**src/rtl/pong_pkg.sv**
```systemverilog
// Shared pong geometry, timing constants and FSM encoding.
// The graphics renderer also imports this package.
package pong_pkg;

  localparam int CANVAS_TOP    = 50;
  localparam int CANVAS_BOTTOM = 450;
  localparam int CANVAS_LEFT   = 50;
  localparam int CANVAS_RIGHT  = 600;
  localparam int BALL_SIZE     = 10;
  localparam int PADDLE_OFFSET = 20;
  localparam int PADDLE_WIDTH  = 10;
  localparam int PADDLE_HEIGHT = 50;
  localparam int SPEED_X       = 4;
  localparam int SPEED_Y       = 2;
  localparam int SERVE_FRAMES  = 60;
  localparam int POINT_FRAMES  = 30;
  localparam int WIN_SCORE     = 9;

  // Paddle faces the ball collides with
  localparam int LF = CANVAS_LEFT + PADDLE_OFFSET + PADDLE_WIDTH;
  localparam int RF = CANVAS_RIGHT - PADDLE_OFFSET - PADDLE_WIDTH;

  localparam logic [9:0] CENTRE_X = 10'((CANVAS_LEFT + CANVAS_RIGHT - BALL_SIZE) / 2);
  localparam logic [9:0] CENTRE_Y = 10'((CANVAS_TOP + CANVAS_BOTTOM - BALL_SIZE) / 2);

  typedef enum logic [2:0] {
    ST_IDLE  = 3'd0,
    ST_SERVE = 3'd1,
    ST_PLAY  = 3'd2,
    ST_POINT = 3'd3,
    ST_OVER  = 3'd4
  } state_t;

  function automatic logic [3:0] sat_inc(input logic [3:0] s);
    return (s == 4'hF) ? s : s + 4'd1;
  endfunction

endpackage

```
**src/rtl/ball_collide.sv**
```systemverilog
// Combinational one-frame ball step: wall bounce, paddle bounce, miss detection.
// Compares are done on 11-bit zero-extended values so nothing wraps.
module ball_collide
  import pong_pkg::*;
(
  input  logic [9:0] i_x,
  input  logic [9:0] i_y,
  input  logic       i_dir_x,
  input  logic       i_dir_y,
  input  logic [9:0] i_paddle_left_y,
  input  logic [9:0] i_paddle_right_y,
  output logic [9:0] o_nx,
  output logic [9:0] o_ny,
  output logic       o_ndir_x,
  output logic       o_ndir_y,
  output logic       o_hit_left,
  output logic       o_hit_right,
  output logic       o_miss_left,
  output logic       o_miss_right
);

  logic [10:0] w_x, w_y, w_pl, w_pr, w_ny_ext;
  logic [9:0]  w_ny;
  logic        w_ovl, w_ovr;

  assign w_x  = {1'b0, i_x};
  assign w_y  = {1'b0, i_y};
  assign w_pl = {1'b0, i_paddle_left_y};
  assign w_pr = {1'b0, i_paddle_right_y};

  always_comb begin
    w_ny     = i_y;
    o_ndir_y = i_dir_y;
    if (i_dir_y) begin
      if (w_y + 11'(SPEED_Y + BALL_SIZE) >= 11'(CANVAS_BOTTOM)) begin
        w_ny     = 10'(CANVAS_BOTTOM - BALL_SIZE);
        o_ndir_y = 1'b0;
      end else begin
        w_ny = i_y + 10'(SPEED_Y);
      end
    end else begin
      if (w_y <= 11'(CANVAS_TOP + SPEED_Y)) begin
        w_ny     = 10'(CANVAS_TOP);
        o_ndir_y = 1'b1;
      end else begin
        w_ny = i_y - 10'(SPEED_Y);
      end
    end
  end

  assign o_ny     = w_ny;
  assign w_ny_ext = {1'b0, w_ny};

  // Paddle overlap uses the post-wall y
  assign w_ovl = (w_ny_ext + 11'(BALL_SIZE) > w_pl) && (w_ny_ext < w_pl + 11'(PADDLE_HEIGHT));
  assign w_ovr = (w_ny_ext + 11'(BALL_SIZE) > w_pr) && (w_ny_ext < w_pr + 11'(PADDLE_HEIGHT));

  always_comb begin
    o_nx         = i_x;
    o_ndir_x     = i_dir_x;
    o_hit_left   = 1'b0;
    o_hit_right  = 1'b0;
    o_miss_left  = 1'b0;
    o_miss_right = 1'b0;
    if (i_dir_x) begin
      if ((w_x + 11'(BALL_SIZE) < 11'(RF)) &&
          (w_x + 11'(SPEED_X + BALL_SIZE) >= 11'(RF)) && w_ovr) begin
        o_nx        = 10'(RF - BALL_SIZE);
        o_ndir_x    = 1'b0;
        o_hit_right = 1'b1;
      end else if (w_x + 11'(SPEED_X + BALL_SIZE) >= 11'(CANVAS_RIGHT)) begin
        o_nx         = 10'(CANVAS_RIGHT - BALL_SIZE);
        o_miss_right = 1'b1;
      end else begin
        o_nx = i_x + 10'(SPEED_X);
      end
    end else begin
      if ((w_x > 11'(LF)) && (w_x <= 11'(LF + SPEED_X)) && w_ovl) begin
        o_nx       = 10'(LF);
        o_ndir_x   = 1'b1;
        o_hit_left = 1'b1;
      end else if (w_x <= 11'(CANVAS_LEFT + SPEED_X)) begin
        o_nx        = 10'(CANVAS_LEFT);
        o_miss_left = 1'b1;
      end else begin
        o_nx = i_x - 10'(SPEED_X);
      end
    end
  end

endmodule

```
**src/rtl/ball_engine.sv**
```systemverilog
// Per-frame ball physics, scoring and serve/point/game-over sequencing for pong.
// state | meaning: IDLE ball centred | SERVE hold before play | PLAY ball moving | POINT frozen after miss | OVER game won
module ball_engine
  import pong_pkg::*;
(
  input  logic       frame_clk,
  input  logic       reset,
  input  logic       start_game,
  input  logic [9:0] paddle_left_y,
  input  logic [9:0] paddle_right_y,
  output logic [9:0] ball_x,
  output logic [9:0] ball_y,
  output logic       ball_dir_x,
  output logic       ball_dir_y,
  output logic [3:0] score_left,
  output logic [3:0] score_right,
  output logic       point_scored,
  output logic       game_running,
  output logic       game_over,
  output logic [2:0] state
);

  state_t     r_state, w_state;
  logic [9:0] r_x, r_y, w_x, w_y;
  logic       r_dx, r_dy, w_dx, w_dy;
  logic [3:0] r_sl, r_sr, w_sl, w_sr;
  logic [5:0] r_cnt, w_cnt;
  logic       r_ps, w_ps, r_run, r_over;
  logic       r_left_scored, w_left_scored;

  logic [9:0] w_cx, w_cy;
  logic       w_cdx, w_cdy, w_hit_l, w_hit_r, w_miss_l, w_miss_r;

  ball_collide u_collide (
    .i_x              (r_x),
    .i_y              (r_y),
    .i_dir_x          (r_dx),
    .i_dir_y          (r_dy),
    .i_paddle_left_y  (paddle_left_y),
    .i_paddle_right_y (paddle_right_y),
    .o_nx             (w_cx),
    .o_ny             (w_cy),
    .o_ndir_x         (w_cdx),
    .o_ndir_y         (w_cdy),
    .o_hit_left       (w_hit_l),
    .o_hit_right      (w_hit_r),
    .o_miss_left      (w_miss_l),
    .o_miss_right     (w_miss_r)
  );

  always_comb begin
    w_state       = r_state;
    w_x           = r_x;
    w_y           = r_y;
    w_dx          = r_dx;
    w_dy          = r_dy;
    w_sl          = r_sl;
    w_sr          = r_sr;
    w_cnt         = r_cnt;
    w_ps          = 1'b0;
    w_left_scored = r_left_scored;
    if (!start_game) begin
      w_state = ST_IDLE;
      w_x     = CENTRE_X;
      w_y     = CENTRE_Y;
      w_sl    = 4'd0;
      w_sr    = 4'd0;
      w_cnt   = 6'd0;
    end else begin
      case (r_state)
        ST_IDLE: begin
          w_x     = CENTRE_X;
          w_y     = CENTRE_Y;
          w_cnt   = 6'(SERVE_FRAMES);
          w_state = ST_SERVE;
        end
        ST_SERVE: begin
          if (r_cnt <= 6'd1) begin
            w_cnt   = 6'd0;
            w_state = ST_PLAY;
          end else begin
            w_cnt = r_cnt - 6'd1;
          end
        end
        ST_PLAY: begin
          w_x  = w_cx;
          w_y  = w_cy;
          w_dx = w_cdx;
          w_dy = w_cdy;
          if (w_miss_r && !w_hit_r) begin
            w_sl          = sat_inc(r_sl);
            w_left_scored = 1'b1;
            w_cnt         = 6'(POINT_FRAMES);
            w_ps          = 1'b1;
            w_state       = ST_POINT;
          end else if (w_miss_l && !w_hit_l) begin
            w_sr          = sat_inc(r_sr);
            w_left_scored = 1'b0;
            w_cnt         = 6'(POINT_FRAMES);
            w_ps          = 1'b1;
            w_state       = ST_POINT;
          end
        end
        ST_POINT: begin
          if (r_cnt <= 6'd1) begin
            w_cnt = 6'd0;
            if ((r_left_scored ? r_sl : r_sr) == 4'(WIN_SCORE)) begin
              w_state = ST_OVER;
            end else begin
              // Re-serve toward the left after a left point, toward the right otherwise
              w_x     = CENTRE_X;
              w_y     = CENTRE_Y;
              w_dx    = ~r_left_scored;
              w_cnt   = 6'(SERVE_FRAMES);
              w_state = ST_SERVE;
            end
          end else begin
            w_cnt = r_cnt - 6'd1;
          end
        end
        ST_OVER: begin
        end
        default: w_state = ST_IDLE;
      endcase
    end
  end

  always_ff @(posedge frame_clk or posedge reset) begin
    if (reset) begin
      r_state       <= ST_IDLE;
      r_x           <= CENTRE_X;
      r_y           <= CENTRE_Y;
      r_dx          <= 1'b1;
      r_dy          <= 1'b1;
      r_sl          <= 4'd0;
      r_sr          <= 4'd0;
      r_cnt         <= 6'd0;
      r_ps          <= 1'b0;
      r_run         <= 1'b0;
      r_over        <= 1'b0;
      r_left_scored <= 1'b0;
    end else begin
      r_state       <= w_state;
      r_x           <= w_x;
      r_y           <= w_y;
      r_dx          <= w_dx;
      r_dy          <= w_dy;
      r_sl          <= w_sl;
      r_sr          <= w_sr;
      r_cnt         <= w_cnt;
      r_ps          <= w_ps;
      r_run         <= (w_state == ST_PLAY);
      r_over        <= (w_state == ST_OVER);
      r_left_scored <= w_left_scored;
    end
  end

  assign ball_x       = r_x;
  assign ball_y       = r_y;
  assign ball_dir_x   = r_dx;
  assign ball_dir_y   = r_dy;
  assign score_left   = r_sl;
  assign score_right  = r_sr;
  assign point_scored = r_ps;
  assign game_running = r_run;
  assign game_over    = r_over;
  assign state        = r_state;

endmodule

```
**config.mk**
```make
export PLATFORM = sky130hd
export DESIGN_NAME = ball_engine
export DESIGN_NICKNAME = d
export VERILOG_FILES = /design/src/rtl/pong_pkg.sv /design/src/rtl/ball_collide.sv /design/src/rtl/ball_engine.sv
export SDC_FILE = /design/constraint.sdc
export NUM_CORES = 1
export LEC_CHECK = 0
export BUFFER_PORTS_ARGS = -buffer_cell sky130_fd_sc_hd__buf_2
export CAP_MARGIN = 25
export CELL_PAD_IN_SITES_DETAIL_PLACEMENT = 0
export CELL_PAD_IN_SITES_GLOBAL_PLACEMENT = 1
export CORE_UTILIZATION = 37
export CTS_BUF_LIST = sky130_fd_sc_hd__clkbuf_8 sky130_fd_sc_hd__clkbuf_16
export DETAILED_ROUTE_END_ITERATION = 10
export GPL_TIMING_DRIVEN = 1
export PLACE_DENSITY_LB_ADDON = 0.1
export SETUP_SLACK_MARGIN = 0.05
export SLEW_MARGIN = 0
export SYNTH_ARGS = -nofsm -noshare
export SYNTH_HDL_FRONTEND = slang
export SYNTH_SLANG_ARGS = --single-unit
```
**constraint.sdc**
```tcl
create_clock -name frame_clk -period 6.3 [get_ports frame_clk]
set_clock_uncertainty 0.05 [all_clocks]
set_input_delay 1.26 -clock frame_clk [delete_from_list [all_inputs] [get_ports frame_clk]]
set_output_delay 1.26 -clock frame_clk [all_outputs]
set_load 0.005 [all_outputs]
```
==> flow_summary.toml <==
[yosys]
yosys-top-cells-area = "dfrtp_1 (16%), ha_1 (15%), xnor2_1 (6.1%)"
yosysSeqAreaShare_pct = 21.7
syn_area_per_cell_um2 = 8.00
ys_ff_latch = 42
synth_edf_count = 0
synth_fp_nets = 695
synthFlopType = "dfrtp_1"
synth_cell_types = 74
synthCells = 612
synthesis.area_mm2 = 0.00489
synth_area_leader_cell = "dfrtp_1"
ys_warn_count = 0
synth_top_area_share_pct = 16.4
async_flop_share_pct = 100

[setup_path]
worstSetupPathType = "register to register"
start_kind = "register"
worstPathMaxFanout = 9
cp_slowest_cell = "dfstp_2"
critPathTopFamily = "compound AO/OA/AOI/OAI gates"
slowest_delay_ns = 0.60
critPathArrivalTime_ns = 5.49
cp_num_buf_inv = 2
crit_chain = "inv_1 -> ha_1 -> nand3b_2 -> xnor2_1 -> nand2_1 -> o21ai_0 -> a21oi_1 -> a21oi_1 -> inv_1 -> ha_1 -> nor2_1 -> nor2_1 -> nand2_1 -> xnor2_1 -> ha_1 -> nand3_1 -> nor3_1 -> a21oi_1 -> o21ai_0 -> o32ai_4 -> nor2_1 -> a221o_1 -> o21ai_0"
crit_required_ns = 6.38
worstSetupEndpointType = "register"

[cts]
cts_max_level = 2
cts_buffers = 5
cts_root_buf = "clkbuf_16"
cts-resized-gates = 0
insertion_delay_ns = 0.28
cts_sinks = 42
cts_setup_buffers = 0
hold_buffers = 0
clockBufferDepth = 2
clk_pin_slew_ns = 0.06
tritoncts = "done"

[power_and_ir_drop]
swShare_pct = 35.0
combPwrFrac_pct = 35.1
clockPowerShare_pct = 30.7
vdd_ir_drop_max_mv = 0.130
power_frac_seq_pct = 34.3
intPower_w = 0.000615
switchingPower_w = 0.000331
p_per_area_mw_per_mm2 = 174
power.leakage_nw = 2.46

[grt]
grt_pass1_vias = 4486
grt_max_degree = 43
grt_antenna_before_repair = 0
grt-ovfl-total = 0
grt_pass1_wl_mm = 22.8
track_usage_pct = 21.4

[layout]
final_cells = 824
area_growth_pct = 11.2
finalNetCount = 734
layout-drive-gt1-share_pct = 14.9
antennaDiodeCount = 0

[route]
drc = 0
drt-total-wl_mm = 14.2
routedWlPerCell_um = 17.2
num_vias = 4670
avgViaCountPerCell = 5.67
ant_nets = 0
dr.pass1.iters = 4
drt_iter0_drc = 326

[sta]
period_share_pct = 85.8
rsz0062_at_grt = "no"
period_minus_slack_ns = 5.40
hold_viol = 0
tightest_slew_ns = 0.747
final-max-slew-violation-count = 0
tns_ns = 0
slew_headroom_pct = 49.9
fmax_mhz = 185
setup_viol = 0

[worst_hold_path]
min_path_type = "register to register"

[floorplanning]
core_area_mm2 = 0.0128
io-pin-count = 59
dieArea_mm2 = 0.0137
start_util_pct = 38.3
die_w_um = 117
num_rows = 41
die_h_um = 117

[placed_design]
io_buffers = 57
dp_hpwl_mm = 10.8
dp_cells = 816
gp_congestion = 0.845

[run_status]
outcome = "finished, final reports clean"

[run]
cap_violations = 0
## routing by layer
metal	vias up	global-route usage [%]	part of all wire, %
met5	-	0	0
met4	0	5.74	1.8
met3	22	2.32	3.8
met2	121	36.7	48
met1	2242	28.6	47
li1	2285	-	-
## path summary, 6_finish.rpt
path | to | slack (ns) | depth (start not counted) | startpoint
max in group asynchronous | ball_dir_y$_DFFE_PP1P_ | 4.76 | 3 | reset
min in group asynchronous | r_cnt[1]$_DFFE_PP0P_ | 1.04 | 3 | reset
min reg2reg | r_cnt[4]$_DFFE_PP0P_ | 0.49 | 1 | r_cnt[4]$_DFFE_PP0P_
max reg2reg | ball_x[4]$_DFFE_PP0P_ | 0.90 | 23 | ball_y[2]$_DFFE_PP1P_
max | ball_x[4]$_DFFE_PP0P_ | 0.90 | 23 | ball_y[2]$_DFFE_PP1P_
min | r_cnt[4]$_DFFE_PP0P_ | 0.49 | 1 | r_cnt[4]$_DFFE_PP0P_
## cell usage after synthesis, types with 4 or more instances
master,n
and2_1,12
nor4_1,6
o211ai_1,9
mux2i_1,6
dfstp_2,10
dfrtp_1,32
o31ai_1,4
o21a_1,14
nand4_1,14
or3_1,5
o21ai_1,5
clkbuf_1,17
o21ai_0,27
nand2b_1,9
xnor2_1,34
or2_2,5
nor3b_1,6
a21o_1,8
o22a_1,4
inv_1,43
nand2_1,52
nand3_1,19
ha_1,60
nor2b_1,14
xor2_1,12
nor2_1,45
nor3_1,16
o2111ai_1,4
and3_1,5
a31oi_1,7
o22ai_1,4
a21oi_1,30
buf_2,5
## cell usage in the layout, fill, tap and decap left out, types with 6 or more instances in the layout
master,instances
nor4_1,6
and2_1,12
nand2_1,52
nand2b_1,9
a21oi_1,30
mux2i_1,6
xor2_1,12
nand3_1,19
a31oi_1,7
buf_2,57
nor2_1,45
o21a_1,14
xnor2_1,34
o21ai_0,27
a21o_1,8
nor2b_1,14
nor3_1,16
nor3b_1,6
nand4_1,14
dfrtp_1,32
dfstp_2,10
ha_1,60
o211ai_1,9
inv_1,43
## cells by family (layout without fill, tap and decap cells)
kind of cell,Yosys count,in the layout,share of synthesized area (%)
XOR/XNOR,46,46,8.23
AND/OR/NAND/NOR,224,224,23.9
AO/OA/AOI/OAI,163,163,23.5
other,1,1,0.0766
flip-flops,42,42,21.7
adder cells (fa/ha/maj),60,60,15.3
buffers and inverters,70,110,6.03
multiplexers,6,6,1.23
## area by class of cell
class / instances / area (um2)
Clock buffer: 5 / 125
Timing Repair Buffer: 59 / 300
Tap cell: 172 / 215
Sequential cell: 42 / 1060
Clock inverter: 3 / 41.3
Multi-Input combinational cell: 500 / 3530
Fill cell: 1344 / 7330
Inverter: 43 / 161
## sequential cells by signal, indices dropped and copies added (netlist names), 3 cells and up
register / count
ball_y: 10
ball_x: 9
r_cnt: 6
score_left: 4
score_right: 4
state: 3
## power groups by stage
| stage | clock network (W) | logic (W) | registers [W] |
|---|---|---|---|
| after floorplan | 0 | 0.000249 | 0.000313 |
| after global placement | 0 | 0.000330 | 0.000328 |
| after detailed placement | 0 | 0.000331 | 0.000329 |
| after CTS | 0.000296 | 0.000334 | 0.000324 |
| after global routing | 0.000307 | 0.000378 | 0.000328 |
| final | 0.000290 | 0.000332 | 0.000324 |
## stage by stage
step | hold slack (ns) | area, um2 | total power [W] | utilization (%) | worst slack, ns
3_5_place_dp | 0.484 | 5280 | 0.000660 | 41.3 | 0.906
2_1_floorplan | 0.449 | 4890 | 0.000562 | - | 1.80
5_1_grt | 0.523 | 5440 | 0.00101 | 42.6 | 0.434
3_3_place_gp | 0.473 | 5280 | 0.000658 | 41.3 | 0.971
6_report | 0.490 | 5440 | 0.000946 | 42.6 | 0.897
4_1_cts | 0.496 | 5440 | 0.000954 | 42.6 | 0.878
## worst reg2reg max path: stages (launching register included)
cell and delay (ns):
dfstp_2 0.60, inv_1 0.11, ha_1 0.26, nand3b_2 0.23, xnor2_1 0.14, nand2_1 0.10
o21ai_0 0.35, a21oi_1 0.12, a21oi_1 0.41, inv_1 0.16, ha_1 0.25, nor2_1 0.14
nor2_1 0.10, nand2_1 0.12, xnor2_1 0.09, ha_1 0.34, nand3_1 0.10, nor3_1 0.26
a21oi_1 0.06, o21ai_0 0.15, o32ai_4 0.21, nor2_1 0.54, a221o_1 0.27, o21ai_0 0.08
(Power assumes the default switching activity.)
